==> config.mk <==
export PLATFORM = sky130hd
export DESIGN_NAME = radix4_serial_multiplier
export DESIGN_NICKNAME = d
export VERILOG_FILES = /design/src/rtl/radix4_serial_multiplier.sv
export SDC_FILE = /design/constraint.sdc
export NUM_CORES = 1
export LEC_CHECK = 0
export BUFFER_PORTS_ARGS = -buffer_cell sky130_fd_sc_hd__buf_2
export CORE_ASPECT_RATIO = 2
export CORE_MARGIN = 2
export CORE_UTILIZATION = 58
export DETAILED_ROUTE_END_ITERATION = 8
export MAX_ROUTING_LAYER = met4
export PLACE_DENSITY = 0.79
export RECOVER_POWER = 100
export SLEW_MARGIN = 20
export SYNTH_ARGS = -nofsm -noshare
export SYNTH_HDL_FRONTEND = slang
export SYNTH_SLANG_ARGS = --single-unit
==> constraint.sdc <==
create_clock -name clk -period 4.3 [get_ports clk]
set_input_delay 0.215 -clock clk [delete_from_list [all_inputs] [get_ports clk]]
set_output_delay 0.215 -clock clk [all_outputs]
set_load 0.01 [all_outputs]
==> src/rtl/radix4_serial_multiplier.sv <==
// -----------------------------------------------------------------------------
// radix4_serial_multiplier
//
// Sequential N x N unsigned multiplier. Each RUN clock forms one 2-bit x 2-bit
// digit product and adds it, shifted into place, to a 2N-bit accumulator.
// j (multiplier digit) is the inner counter and i (multiplicand digit) is the
// outer counter. A job takes D*D RUN clocks, where D = N/2.
//
// Ports:
//   clk    rising-edge clock
//   rst    synchronous active-high reset; it takes priority over every transition
//   start  job request, sampled only in IDLE or DONE
//   a, b   operands, captured on the accepting edge
//   busy   high while in RUN (registered)
//   done   one-cycle pulse while in DONE (registered)
//   p      product register; changes only on RUN->DONE or on reset
// -----------------------------------------------------------------------------
module radix4_serial_multiplier #(
  parameter int N = 8
) (
  input  logic           clk,
  input  logic           rst,
  input  logic           start,
  input  logic [N-1:0]   a,
  input  logic [N-1:0]   b,
  output logic           busy,
  output logic           done,
  output logic [2*N-1:0] p
);

  localparam int D  = N / 2;
  localparam int CW = (D > 1) ? $clog2(D) : 1;
  // The largest shift is 2*(2D-2) = 2N-4, so clog2(2N) bits are enough.
  localparam int SW = $clog2(2 * N);
  localparam logic [CW-1:0] DIGIT_LAST = CW'(D - 1);

  typedef enum logic [1:0] {
    IDLE = 2'd0,
    RUN  = 2'd1,
    DONE = 2'd2
  } state_t;

  state_t          state_r;
  state_t          state_next_s;
  logic            accept_s;
  logic            last_s;
  logic [N-1:0]    ra_r;
  logic [N-1:0]    rb_r;
  logic [2*N-1:0]  acc_r;
  logic [2*N-1:0]  p_r;
  logic [CW-1:0]   i_r;
  logic [CW-1:0]   j_r;
  logic            busy_r;
  logic            done_r;
  logic [1:0]      da_s;
  logic [1:0]      db_s;
  logic [3:0]      q_s;
  logic [SW-1:0]   shamt_s;
  logic [2*N-1:0]  term_s;
  logic [2*N-1:0]  sum_s;

  // 2x2 digit product cell; the result is at most 9 and fits in 4 bits.
  function automatic logic [3:0] digit_mul(input logic [1:0] x, input logic [1:0] y);
    return {2'b00, x} * {2'b00, y};
  endfunction

  // Digit selection and the shifted partial-product add for the current (i, j).
  always_comb begin
    da_s    = ra_r[{i_r, 1'b0} +: 2];
    db_s    = rb_r[{j_r, 1'b0} +: 2];
    q_s     = digit_mul(da_s, db_s);
    shamt_s = SW'({i_r, 1'b0}) + SW'({j_r, 1'b0});
    term_s  = {{(2*N-4){1'b0}}, q_s} << shamt_s;
    sum_s   = acc_r + term_s;
  end

  // State register.
  always_ff @(posedge clk) begin
    if (rst) begin
      state_r <= IDLE;
    end else begin
      state_r <= state_next_s;
    end
  end

  // Next-state logic, the accept strobe and the last-digit strobe.
  always_comb begin
    state_next_s = state_r;
    accept_s     = 1'b0;
    last_s       = 1'b0;
    case (state_r)
      IDLE: begin
        if (start) begin
          state_next_s = RUN;
          accept_s     = 1'b1;
        end else begin
          state_next_s = IDLE;
        end
      end
      RUN: begin
        if ((i_r == DIGIT_LAST) && (j_r == DIGIT_LAST)) begin
          state_next_s = DONE;
          last_s       = 1'b1;
        end else begin
          state_next_s = RUN;
        end
      end
      DONE: begin
        // A request in DONE starts the next job immediately, as it would from IDLE.
        if (start) begin
          state_next_s = RUN;
          accept_s     = 1'b1;
        end else begin
          state_next_s = IDLE;
        end
      end
      default: begin
        state_next_s = IDLE;
      end
    endcase
  end

  // Operand capture, digit counters, accumulator and product register.
  always_ff @(posedge clk) begin
    if (rst) begin
      ra_r  <= '0;
      rb_r  <= '0;
      acc_r <= '0;
      p_r   <= '0;
      i_r   <= '0;
      j_r   <= '0;
    end else if (accept_s) begin
      ra_r  <= a;
      rb_r  <= b;
      acc_r <= '0;
      i_r   <= '0;
      j_r   <= '0;
    end else if (state_r == RUN) begin
      acc_r <= sum_s;
      if (j_r == DIGIT_LAST) begin
        j_r <= '0;
        i_r <= (i_r == DIGIT_LAST) ? '0 : i_r + CW'(1);
      end else begin
        j_r <= j_r + CW'(1);
      end
      // The last digit product goes straight into p, so p is valid together with done.
      if (last_s) begin
        p_r <= sum_s;
      end
    end
  end

  // busy and done come from flops loaded with the decoded next state.
  always_ff @(posedge clk) begin
    if (rst) begin
      busy_r <= 1'b0;
      done_r <= 1'b0;
    end else begin
      busy_r <= (state_next_s == RUN);
      done_r <= (state_next_s == DONE);
    end
  end

  assign busy = busy_r;
  assign done = done_r;
  assign p    = p_r;

endmodule

======== After elaboration in Yosys (flattened, before gate mapping) ========
Cells that the tools add are included.
storage, ports and cells
  register bits ........................... 56
  input bits .............................. 19
  logic and storage cells ................. 39
operators by class
  add/sub/neg operators ................... 4
  multiply operators ...................... 1
  eq/ne operators ......................... 6
  shifts and indexed selects .............. 3
  muxes and demuxes ....................... 9
  bitwise gates (word level) .............. 1
  reduce and logical (&&, ||, !) cells .... 6
operators by type and width
  operator             number
  $add 16x16->16       1
  $shiftx 8x4->2       2
  $shl 4x4->16         1
  $eq 2x2->1 const B   4
  $mux 2               3
  $mux 1               5
  $add 2x1->2 const B  2
  $add 3x3->4          1
  $eq 2x1->1 const B   2
  $mul 2x2->4          1
  $pmux 2 s2           1
  $reduce_or 2->1      2
  $reduce_and 3->1     1
  $logic_not 2->1      1
  $reduce_and 2->1     1
  $logic_and 1x1->1    1
  $not 1->1            1

======== Depth between registers and ports, before layout ========
Gate-level depths: netlist of run 1.
  word-level depth ........................ 5
  depth in mapped cells ................... 15
  mapped depth without buffers ............ 14

======== Worst setup path after synthesis of run 1 ========
Ideal clock, no wire load.
  kind .................................... reg-to-reg
  from .................................... register i_r[0]
  to ...................................... register acc_r[10]
  setup time .............................. 116 ps
  arrival time ............................ 3,497 ps
  data required time ...................... 4,184 ps
  setup slack ............................. 687 ps
  stages on the path, launching flop included .. 15
  buffers on the path ..................... 0
  cell sequence ........................... dfxtp_1 mux4_2 and2_1 ha_1 ha_1 nor2b_1 a31oi_1 nor2_1 ha_1 nand2b_1 a21o_1 a21o_1 o21bai_1 mux2_1 a31o_1
between the ends
  word-level cells in the longest chain between the ends .. 4
  elaborated cells between the ends (all ways) .. 5
  classes of those cells .................. 2 x add/sub; 1 x mul; 2 x shift
RTL lines
  element                 RTL line  RTL
  from (decl)             51        logic [CW-1:0] i_r;
  from (signal assigned)  142       i_r <= (i_r == DIGIT_LAST) ? '0 : i_r + CW'(1);
  $shiftx 8x4->2          69        da_s = ra_r[{i_r, 1'b0} +: 2];
  $mul 2x2->4             64        return {2'b00, x} * {2'b00, y};
  $shl 4x4->16 *          73        term_s = {{(2*N-4){1'b0}}, q_s} << shamt_s;
  $add 16x16->16 *        74        sum_s = acc_r + term_s;
  to (signal assigned)    139       acc_r <= sum_s;
  to (decl)               49        logic [2*N-1:0] acc_r;
Mark *: on every way between the ends. The rest lies on a longest branch, timed or not.
A chain may end at the register's enable or synchronous reset.

======== Worst setup path in the final report of run 1 ========
Same ends and word-level chain as after synthesis.

==> results.yml, run 1 <==
run_status:
  status: "finished, final reports clean"
hold_path:
  hp-start: "a[3]"
  holdPathEnd: "ra_r[3]"
  hp-class: "in2reg"
  worstHoldPathCells: 3
grt:
  overflow: 0
  grt_pass1_vias: 2803
  grt_max_degree: 40
  grt_first_pass_wirelength_mm: 12.8
  antenna_found_initial: 0
  grtUsageTotal: 0.277
clock_tree:
  clk_pin_slew_ns: 0.11
  htree_levels: 2
  clockBufferDepth: 2
  clkLatencyLatePin_ns: 0.33
  cts_setup_buffers: 0
  cts-root-buf: "clkbuf_8"
  hold_buffers: 0
  cts_buffers: 5
  post_cts_resized: 0
  cts.sinks: 56
  cts_tree: "built"
sta:
  period_minus_slack_ns: 4.11
  hold_viol: 0
  setup_violations: 0
  tns_ns: 0
  worstMarginPinSlew_ns: 1.06
  fin_ws_ns: 0.191
  post-route-period-util: 0.956
  max_freq_mhz: 243
  slew-limit-headroom: 0.289
  fin_skew_ns: 0.00504
  drv_slew: 0
  rsz0062_at_grt: "false"
power:
  switching_power_w: 0.000257
  ir_worst_vdd_uv: 351
  p_comb_frac: 0.082
  seqPwrFrac: 0.575
  p_int_w: 0.000681
  sw_frac_of_total: 0.274
  power_leakage_nw: 1.32
  power_density_nw_per_um2: 276
  pwr-share-clk: 0.343
routing:
  drtIter0Drc: 151
  firstDrtPassIters: 6
  vias: 2921
  drc: 0
  via_per_inst: 6.06
  routed_wl_mm: 7.75
  antenna_left: 0
  wire_per_inst_um: 16.1
die:
  die_h_um: 108
  ios: 37
  core_area_sq_um: 5330
  core.rowCount: 38
  die_x_um: 56.2
  dieArea_sq_um: 6090
  start_util: 0.594
cells_and_area:
  final_cell_mix: "86 x nand2_1, 56 x dfxtp_1, 54 x a21oi_1, 30 x nor2_1, 21 x ha_1"
  final_common_cell: "nand2_1"
  antenna_cells: 0
  nets: 463
  instances_no_fill: 482
  area_growth_syn_to_layout_pct: 7.68
  drive_above_1_share: 0.0877
  postLayoutCoreUtil: 0.639
critical_path:
  worstRegToRegCells: 14
  critical_path_class: "reg2reg"
  r2r_start: "i_r[0]"
  slowest_stage: "mux4_2"
  required_ns: 4.53
  regToRegEndpoint: "acc_r[10]"
  crit_chain: "mux4_2 -> and2_1 -> ha_1 -> ha_1 -> nor2b_1 -> a31oi_1 -> nor2_1 -> ha_1 -> nand2b_1 -> a21o_1 -> a21o_1 -> o21bai_1 -> mux2_1 -> a31o_1"
  cp-start-kind: "flip-flop"
  cp.arrival_ns: 4.34
  slowest_delay_ns: 0.57
  end_kind: "flip-flop"
  r2r_slack_ns: 0.19
  crit_fanout: 6
  critPathMostFrequentCell: "ha_1"
yosys:
  synthesis.area_sq_um: 3160
  postSynthAreaPerCell_sq_um: 7.92
  async_flop_share: 0
  yosysSeqAreaShare: 0.355
  ys_types: 52
  synth_edf_count: 0
  ys_seq_elements: 56
  synth_ff_type: "dfxtp_1"
  syn-instance-count: 399
  synthesis.nets: 441
  ys_warn_count: 0
placed_design:
  place.port_buffers: 36
  place_congestion: 1.01
  dp_hpwl_mm: 5.91
  post-place-ws_ns: 0.317
  place_inst: 474
run:
  maxCapViolCount: 0
## cell usage after synthesis, drive strengths merged, types with 6 or more instances
master  instances  area share
o21ai           8       0.013
nand2b          8       0.016
nand2          86        0.10
a31oi           6       0.012
inv             9       0.011
clkbuf         13       0.016
nand3          10       0.017
buf            10       0.014
xnor2           7       0.019
nor3           11       0.017
a21oi          54       0.085
nor2           30       0.036
ha             21       0.083
dfxtp          56        0.35
## critical path, delay by kind of cell (launching register included)
family	cells	cell delay (ns)
AO/OA/AOI/OAI	5	1.22
adder cells (fa/ha/maj)	3	0.88
flip-flops	1	0.48
multiplexers	2	0.92
AND/OR/NAND/NOR	4	0.51
## power by group through the flow
stage | registers [W] | logic (W) | clock network, W
3_3_place_gp | 0.000551 | 0.0000743 | 0
3_5_place_dp | 0.000551 | 0.0000770 | 0
6_report | 0.000539 | 0.0000769 | 0.000322
4_1_cts | 0.000539 | 0.0000774 | 0.000325
5_1_grt | 0.000541 | 0.0000864 | 0.000339
2_1_floorplan | 0.000549 | 0.0000543 | 0
## per-stage QoR
step           instance area [sq um]  total power, W  hold slack [ns]
2_1_floorplan                   3160        0.000603            0.351
3_3_place_gp                    3340        0.000625            0.443
3_5_place_dp                    3340        0.000628            0.448
4_1_cts                         3430        0.000942            0.106
5_1_grt                         3400        0.000966            0.119
6_report                        3400        0.000938            0.114
## area by class of cell
class / count / area [sq um]
flip-flops and latches: 56 / 1120
well taps: 60 / 75.1
fillers: 477 / 1920
repair buffers: 38 / 173
clock buffers: 5 / 68.8
inverters: 9 / 33.8
multi-input cells: 311 / 1900
clock inverters: 3 / 28.8
## sequential cells by signal (all words and copies together) (netlist names)
name / count
state_r: 2
p: 16
rb_r: 8
busy: 1
j_r: 2
ra_r: 8
done: 1
i_r: 2
acc_r: 16
## routing by layer
layer / up-vias / share of wire / GRT usage
met5: - / 0 / -
met4: 0 / 0.034 / 0.138
met3: 23 / 0.055 / 0.0455
met2: 98 / 0.49 / 0.437
met1: 1355 / 0.42 / 0.343
li1: 1445 / - / -
## how the worst max path moves through the flow
stage          startpoint   endpoint  slack [ns]  cells past startpoint
2_1_floorplan      i_r[0]  acc_r[10]        0.69                     14
3_3_place_gp       i_r[0]      p[13]        0.46                     14
3_5_place_dp       i_r[0]  acc_r[13]        0.32                     13
4_1_cts            i_r[0]  acc_r[10]        0.27                     14
5_1_grt            j_r[0]      p[13]        0.02                     14
6_report           i_r[0]  acc_r[10]        0.19                     14
## cells by family (layout without fill, tap and decap cells)
family,count (synthesis),count (layout),synth area share
AND/OR/NAND/NOR,170,170,0.243
AO/OA/AOI/OAI,99,99,0.194
flip-flops,56,56,0.355
buffers and inverters,32,55,0.0408
adder cells (fa/ha/maj),23,23,0.0958
XOR/XNOR,11,11,0.0305
multiplexers,8,8,0.0416
Note: power is estimated with default switching activity, not from simulation.
==> run 2, diff against run 1 <==
--- a/config.mk
+++ b/config.mk
@@ -5,7 +5,7 @@
 export SDC_FILE = /design/constraint.sdc
 export NUM_CORES = 1
 export LEC_CHECK = 0
-export BUFFER_PORTS_ARGS = -buffer_cell sky130_fd_sc_hd__buf_2
+export BUFFER_PORTS_ARGS = -buffer_cell sky130_fd_sc_hd__buf_4
 export CORE_ASPECT_RATIO = 2
 export CORE_MARGIN = 2
 export CORE_UTILIZATION = 58
==> run 2 against run 1 <==
  * Combinational power grew 9.0%
  * Die area is the same
  * Global-route usage grew 0.65 points
  * Count of clock-buffer cells in the layout grew 1
  * Register-to-register slack is essentially flat
  * Sequential cell count is the same
  * Maximum frequency grew 0.28%
  * Largest power group unchanged
==> results.yml, run 2 (synthesized netlist as in run 1, its figures left out) <==
run_status:
  status: "finished, final reports clean"
grt:
  grt_first_pass_wirelength_mm: 13.4
  grtUsageTotal: 0.284
  overflow: 0
  grt_max_degree: 40
  antenna_found_initial: 0
  grt_pass1_vias: 2835
hold_path:
  hp-class: "in2reg"
sta:
  post-route-period-util: 0.953
  period_minus_slack_ns: 4.10
  drv_slew: 0
  fin_skew_ns: 0.00765
  fin_ws_ns: 0.202
  rsz0062_at_grt: "false"
  max_freq_mhz: 244
  setup_violations: 0
  worstMarginPinSlew_ns: 1.11
  slew-limit-headroom: 0.257
  holdWs_ns: 0.138
  hold_viol: 0
  tns_ns: 0
clock_tree:
  clkLatencyLatePin_ns: 0.32
  cts-root-buf: "clkbuf_8"
  htree_levels: 2
  cts_tree: "built"
  cts.sinks: 56
  clockBufferDepth: 2
  cts_buffers: 5
  clk_pin_slew_ns: 0.10
  cts_setup_buffers: 0
die:
  ios: 37
  core_area_sq_um: 5330
  die_x_um: 56.2
  die_h_um: 108
  dieArea_sq_um: 6090
  core.rowCount: 38
  start_util: 0.594
cells_and_area:
  area_growth_syn_to_layout_pct: 8.86
  final_common_cell: "nand2_1"
  antenna_cells: 0
  fillers: 478
  postLayoutCoreUtil: 0.646
  nets: 463
  drive_above_1_share: 0.0903
  final_cell_mix: "85 x nand2_1, 55 x dfxtp_1, 54 x a21oi_1, 30 x nor2_1, 21 x ha_1"
placed_design:
  place_congestion: 0.979
  post-place-ws_ns: 0.267
  dp_hpwl_mm: 6.00
  place.port_buffers: 36
routing:
  wire_per_inst_um: 16.4
  vias: 2926
  firstDrtPassIters: 5
  routed_wl_mm: 7.89
  drc: 0
  antenna_left: 0
  drtIter0Drc: 193
  via_per_inst: 6.08
run:
  maxCapViolCount: 0
power:
  p_int_w: 0.000677
  power_leakage_nw: 1.33
  switching_power_w: 0.000236
  sw_frac_of_total: 0.258
  pwr-share-clk: 0.317
  ir_worst_vdd_uv: 348
  power_density_nw_per_um2: 265
  seqPwrFrac: 0.591
  p_comb_frac: 0.092
critical_path:
  cp-start-kind: "flip-flop"
  crit_fanout: 6
  cp.arrival_ns: 4.33
  r2r_slack_ns: 0.20
  end_kind: "flip-flop"
  required_ns: 4.53
  critical_path_class: "reg2reg"
## run 2: layout make-up
type / instances / area [sq um] / area share
Timing Repair Buffer: 38 / 218 / 0.0632
Clock buffer: 6 / 72.6 / 0.0211
Inverter: 9 / 33.8 / 0.00981
Clock inverter: 1 / 8.76 / 0.00254
Multi-Input combinational cell: 311 / 1910 / 0.555
Sequential cell: 56 / 1120 / 0.326
Tap cell: 60 / 75.1 / 0.0218
## run 2: critical path, stage by stage, from the launching register on
cell and delay, ns:
dfxtp_1 0.48, mux4_2 0.58, and2_1 0.16, ha_1 0.19
ha_1 0.31, nor2b_1 0.14, a31oi_1 0.32, nor2_1 0.08
ha_1 0.36, nand2b_1 0.10, a21o_1 0.18, a21o_1 0.25
o21bai_1 0.31, mux2_1 0.35, a31o_1 0.18
## run 2: per-layer routing
| layer | routed length, um | vias up | global-route usage |
|---|---|---|---|
| li1 | - | 1448 | - |
| met1 | 3470 | 1363 | 0.367 |
| met2 | 3810 | 96 | 0.455 |
| met3 | 357 | 19 | 0.0335 |
| met4 | 254 | 0 | 0.107 |
| met5 | 0 | - | - |
## run 2: what timing repair did
action / 4_1_cts / 5_1_grt
resized for setup: 0 / 1
endpoints found under the setup margin: 0 / 4
hold buffers: 0 / 0
## run 2: power by group through the flow
stage | Combinational, W | Clock [W] | Sequential (W)
after floorplan | 0.0000543 | 0 | 0.000549
after global placement | 0.0000786 | 0 | 0.000551
after detailed placement | 0.0000833 | 0 | 0.000551
after CTS | 0.0000838 | 0.000290 | 0.000539
after global routing | 0.0000929 | 0.000308 | 0.000541
final | 0.0000838 | 0.000289 | 0.000539
## run 2: worst paths after layout
path                            cells past startpoint         to    from
worst max-delay path                               14  acc_r[10]  i_r[0]
worst min-delay path                                3    rb_r[6]    b[6]
worst max register to register                     14  acc_r[10]  i_r[0]
worst min register to register                      2       p[4]    p[4]
## run 2: per-stage QoR
stage	power, W	cells	area [sq um]
after floorplan	0.000603	399	3160
after global placement	0.000630	474	3430
after detailed placement	0.000634	474	3430
after CTS	0.000913	481	3510
after global routing	0.000941	481	3440
final	0.000912	481	3440
==> run 3, diff against run 2 <==
--- a/config.mk
+++ b/config.mk
@@ -11,7 +11,7 @@
 export CORE_UTILIZATION = 58
 export DETAILED_ROUTE_END_ITERATION = 8
 export MAX_ROUTING_LAYER = met4
-export PLACE_DENSITY = 0.79
+export PLACE_DENSITY_LB_ADDON = 0.05
 export RECOVER_POWER = 100
 export SLEW_MARGIN = 20
 export SYNTH_ARGS = -nofsm -noshare
==> constraint.sdc (replaced) <==
create_clock -name clk -period 4.1 [get_ports clk]
set_input_delay 0.205 -clock clk [delete_from_list [all_inputs] [get_ports clk]]
set_output_delay 0.205 -clock clk [all_outputs]
set_load 0.01 [all_outputs]
==> run 3 against run 2 <==
  * Via count is 1.1% lower
  * Sequential power is 5.0% higher
  * Highest routed layer unchanged
  * Largest power group unchanged
  * Worst hold slack worse by 0.025 ns
  * Clock power is 8.0% higher
  * Combinational power is 2% higher
==> results.yml, run 3 (synthesized netlist as in run 1, its figures left out) <==
run_status:
  status: "finished, final reports clean"
die:
  core_area_sq_um: 5330
  dieArea_sq_um: 6090
  start_util: 0.594
  die_h_um: 108
  die_x_um: 56.2
  ios: 37
  core.rowCount: 38
placed_design:
  dpl_cell_area_sq_um: 3430
  dp_hpwl_mm: 5.74
  place_congestion: 0.976
  place.port_buffers: 36
critical_path:
  worstRegToRegCells: 13
  critPathMostFrequentCell: "ha_1"
  crit_family: "compound AO/OA/AOI/OAI gates"
  path_buf_inv: 0
  crit_fanout: 6
  cp-start-kind: "flip-flop"
  slowest_stage: "mux4_2"
  r2r_start: "j_r[0]"
  cp.arrival_ns: 4.06
  slowest_delay_ns: 0.53
  required_ns: 4.31
  crit_path_start: "j_r[0]"
  critical_path_class: "reg2reg"
  cp_num_cells: 13
  regToRegEndpoint: "acc_r[13]"
  critPathCapture: "acc_r[13]"
  end_kind: "flip-flop"
  r2r_slack_ns: 0.26
  crit_chain: "mux4_2 -> and2_1 -> ha_1 -> ha_1 -> nor2b_1 -> a31oi_2 -> nor2_1 -> ha_1 -> and3_1 -> a221oi_2 -> o41ai_2 -> nor4b_1 -> a311o_1"
clock_tree:
  htree_levels: 2
  clk_pin_slew_ns: 0.11
  clkLatencyLatePin_ns: 0.33
  cts_tree: "built"
  cts-root-buf: "clkbuf_8"
  cts_buffers: 5
  cts_setup_buffers: 0
  clockBufferDepth: 2
  hold_buffers: 0
  cts.sinks: 56
hold_path:
  hp-class: "in2reg"
cells_and_area:
  nets: 464
  antenna_cells: 0
  design_area_sq_um: 3460
  final_common_cell: "nand2_1"
  drive_above_1_share: 0.0993
  final_cell_mix: "86 x nand2_1, 54 x a21oi_1, 54 x dfxtp_1, 30 x nor2_1, 21 x buf_4"
  area_growth_syn_to_layout_pct: 9.46
grt:
  grt_pass1_vias: 2815
  overflow: 0
  grt_first_pass_wirelength_mm: 13.1
  grt_max_degree: 40
  antenna_found_initial: 0
  grtUsageTotal: 0.279
power:
  power_leakage_nw: 1.34
  ir_worst_vdd_uv: 322
  power_density_nw_per_um2: 278
routing:
  antenna_left: 0
  drtIter0Drc: 132
  wire_per_inst_um: 15.6
  routed_wl_mm: 7.53
  vias: 2895
  drc: 0
  firstDrtPassIters: 5
  via_per_inst: 5.99
sta:
  post-route-period-util: 0.937
  fin_skew_ns: 0.00972
  drv_slew: 0
  holdWs_ns: 0.113
  setup_violations: 0
  max_freq_mhz: 260
  period_minus_slack_ns: 3.84
  slew-limit-headroom: 0.377
  rsz0062_at_grt: "true"
  hold_viol: 0
  worstMarginPinSlew_ns: 0.931
run:
  maxCapViolCount: 0
## run 3: cell types whose count changed in the layout (fill, tap and decap cells not counted), sizes merged
| cell | delta |
|---|---|
| buf | +1 |
| clkinv | +1 |
## run 3: layout make-up
class                   instances  area (sq um)
clock buffers                   6          72.6
clock inverters                 2          13.8
fillers                       508          1860
inverters                       9          33.8
multi-input cells             311          1920
flip-flops and latches         56          1120
well taps                      60          75.1
repair buffers                 39           225
## run 3: what timing repair did
| item | 4_1_cts | 5_1_grt |
|---|---|---|
| resized for setup | 0 | 5 |
| hold endpoints to repair | 0 | 0 |
| endpoints found under the setup margin | 0 | 13 |
## run 3: worst min path at each step
stage	startpoint	to	slack (ns)	cells past startpoint
floorplan	a[0]	ra_r[0]	0.34	2
global placement	p[7]	p[7]	0.45	2
detailed placement	rb_r[7]	rb_r[7]	0.45	2
CTS	a[7]	ra_r[7]	0.12	3
global route	a[7]	ra_r[7]	0.10	3
finish	b[6]	rb_r[6]	0.11	3
## run 3: stage by stage
step	setup WS [ns]	TNS [ns]	std cells	utilization	power [W]
3_3_place_gp	0.214	0	475	0.645	0.000662
2_1_floorplan	0.487	0	399	-	0.000632
5_1_grt	-0.0166	-0.0166	483	0.650	0.000996
6_report	0.257	0	483	0.650	0.000963
4_1_cts	0.0175	0	483	0.661	0.000968
3_5_place_dp	0.0207	0	475	0.645	0.000664
## run 3: tightest hold or removal path: cells and delay by family
family,cells,cell delay (ns)
AOI/OAI and AO/OA,1,0.05
and+or+nand+nor,1,0.04
buffers and inverters,1,0.11
## run 3: routing by layer
layer / GRT usage / vias to the layer above / wire length, um
li1: - / 1444 / -
met1: 0.336 / 1366 / 3210
met2: 0.461 / 72 / 3740
met3: 0.0371 / 13 / 394
met4: 0.126 / 0 / 184
met5: - / - / 0
## run 3: where the power goes
group          internal [W]  switching, W  leakage, nW
clock network      0.000122      0.000189       0.0456
registers          0.000557    0.00000883        0.455
logic             0.0000325     0.0000529        0.841
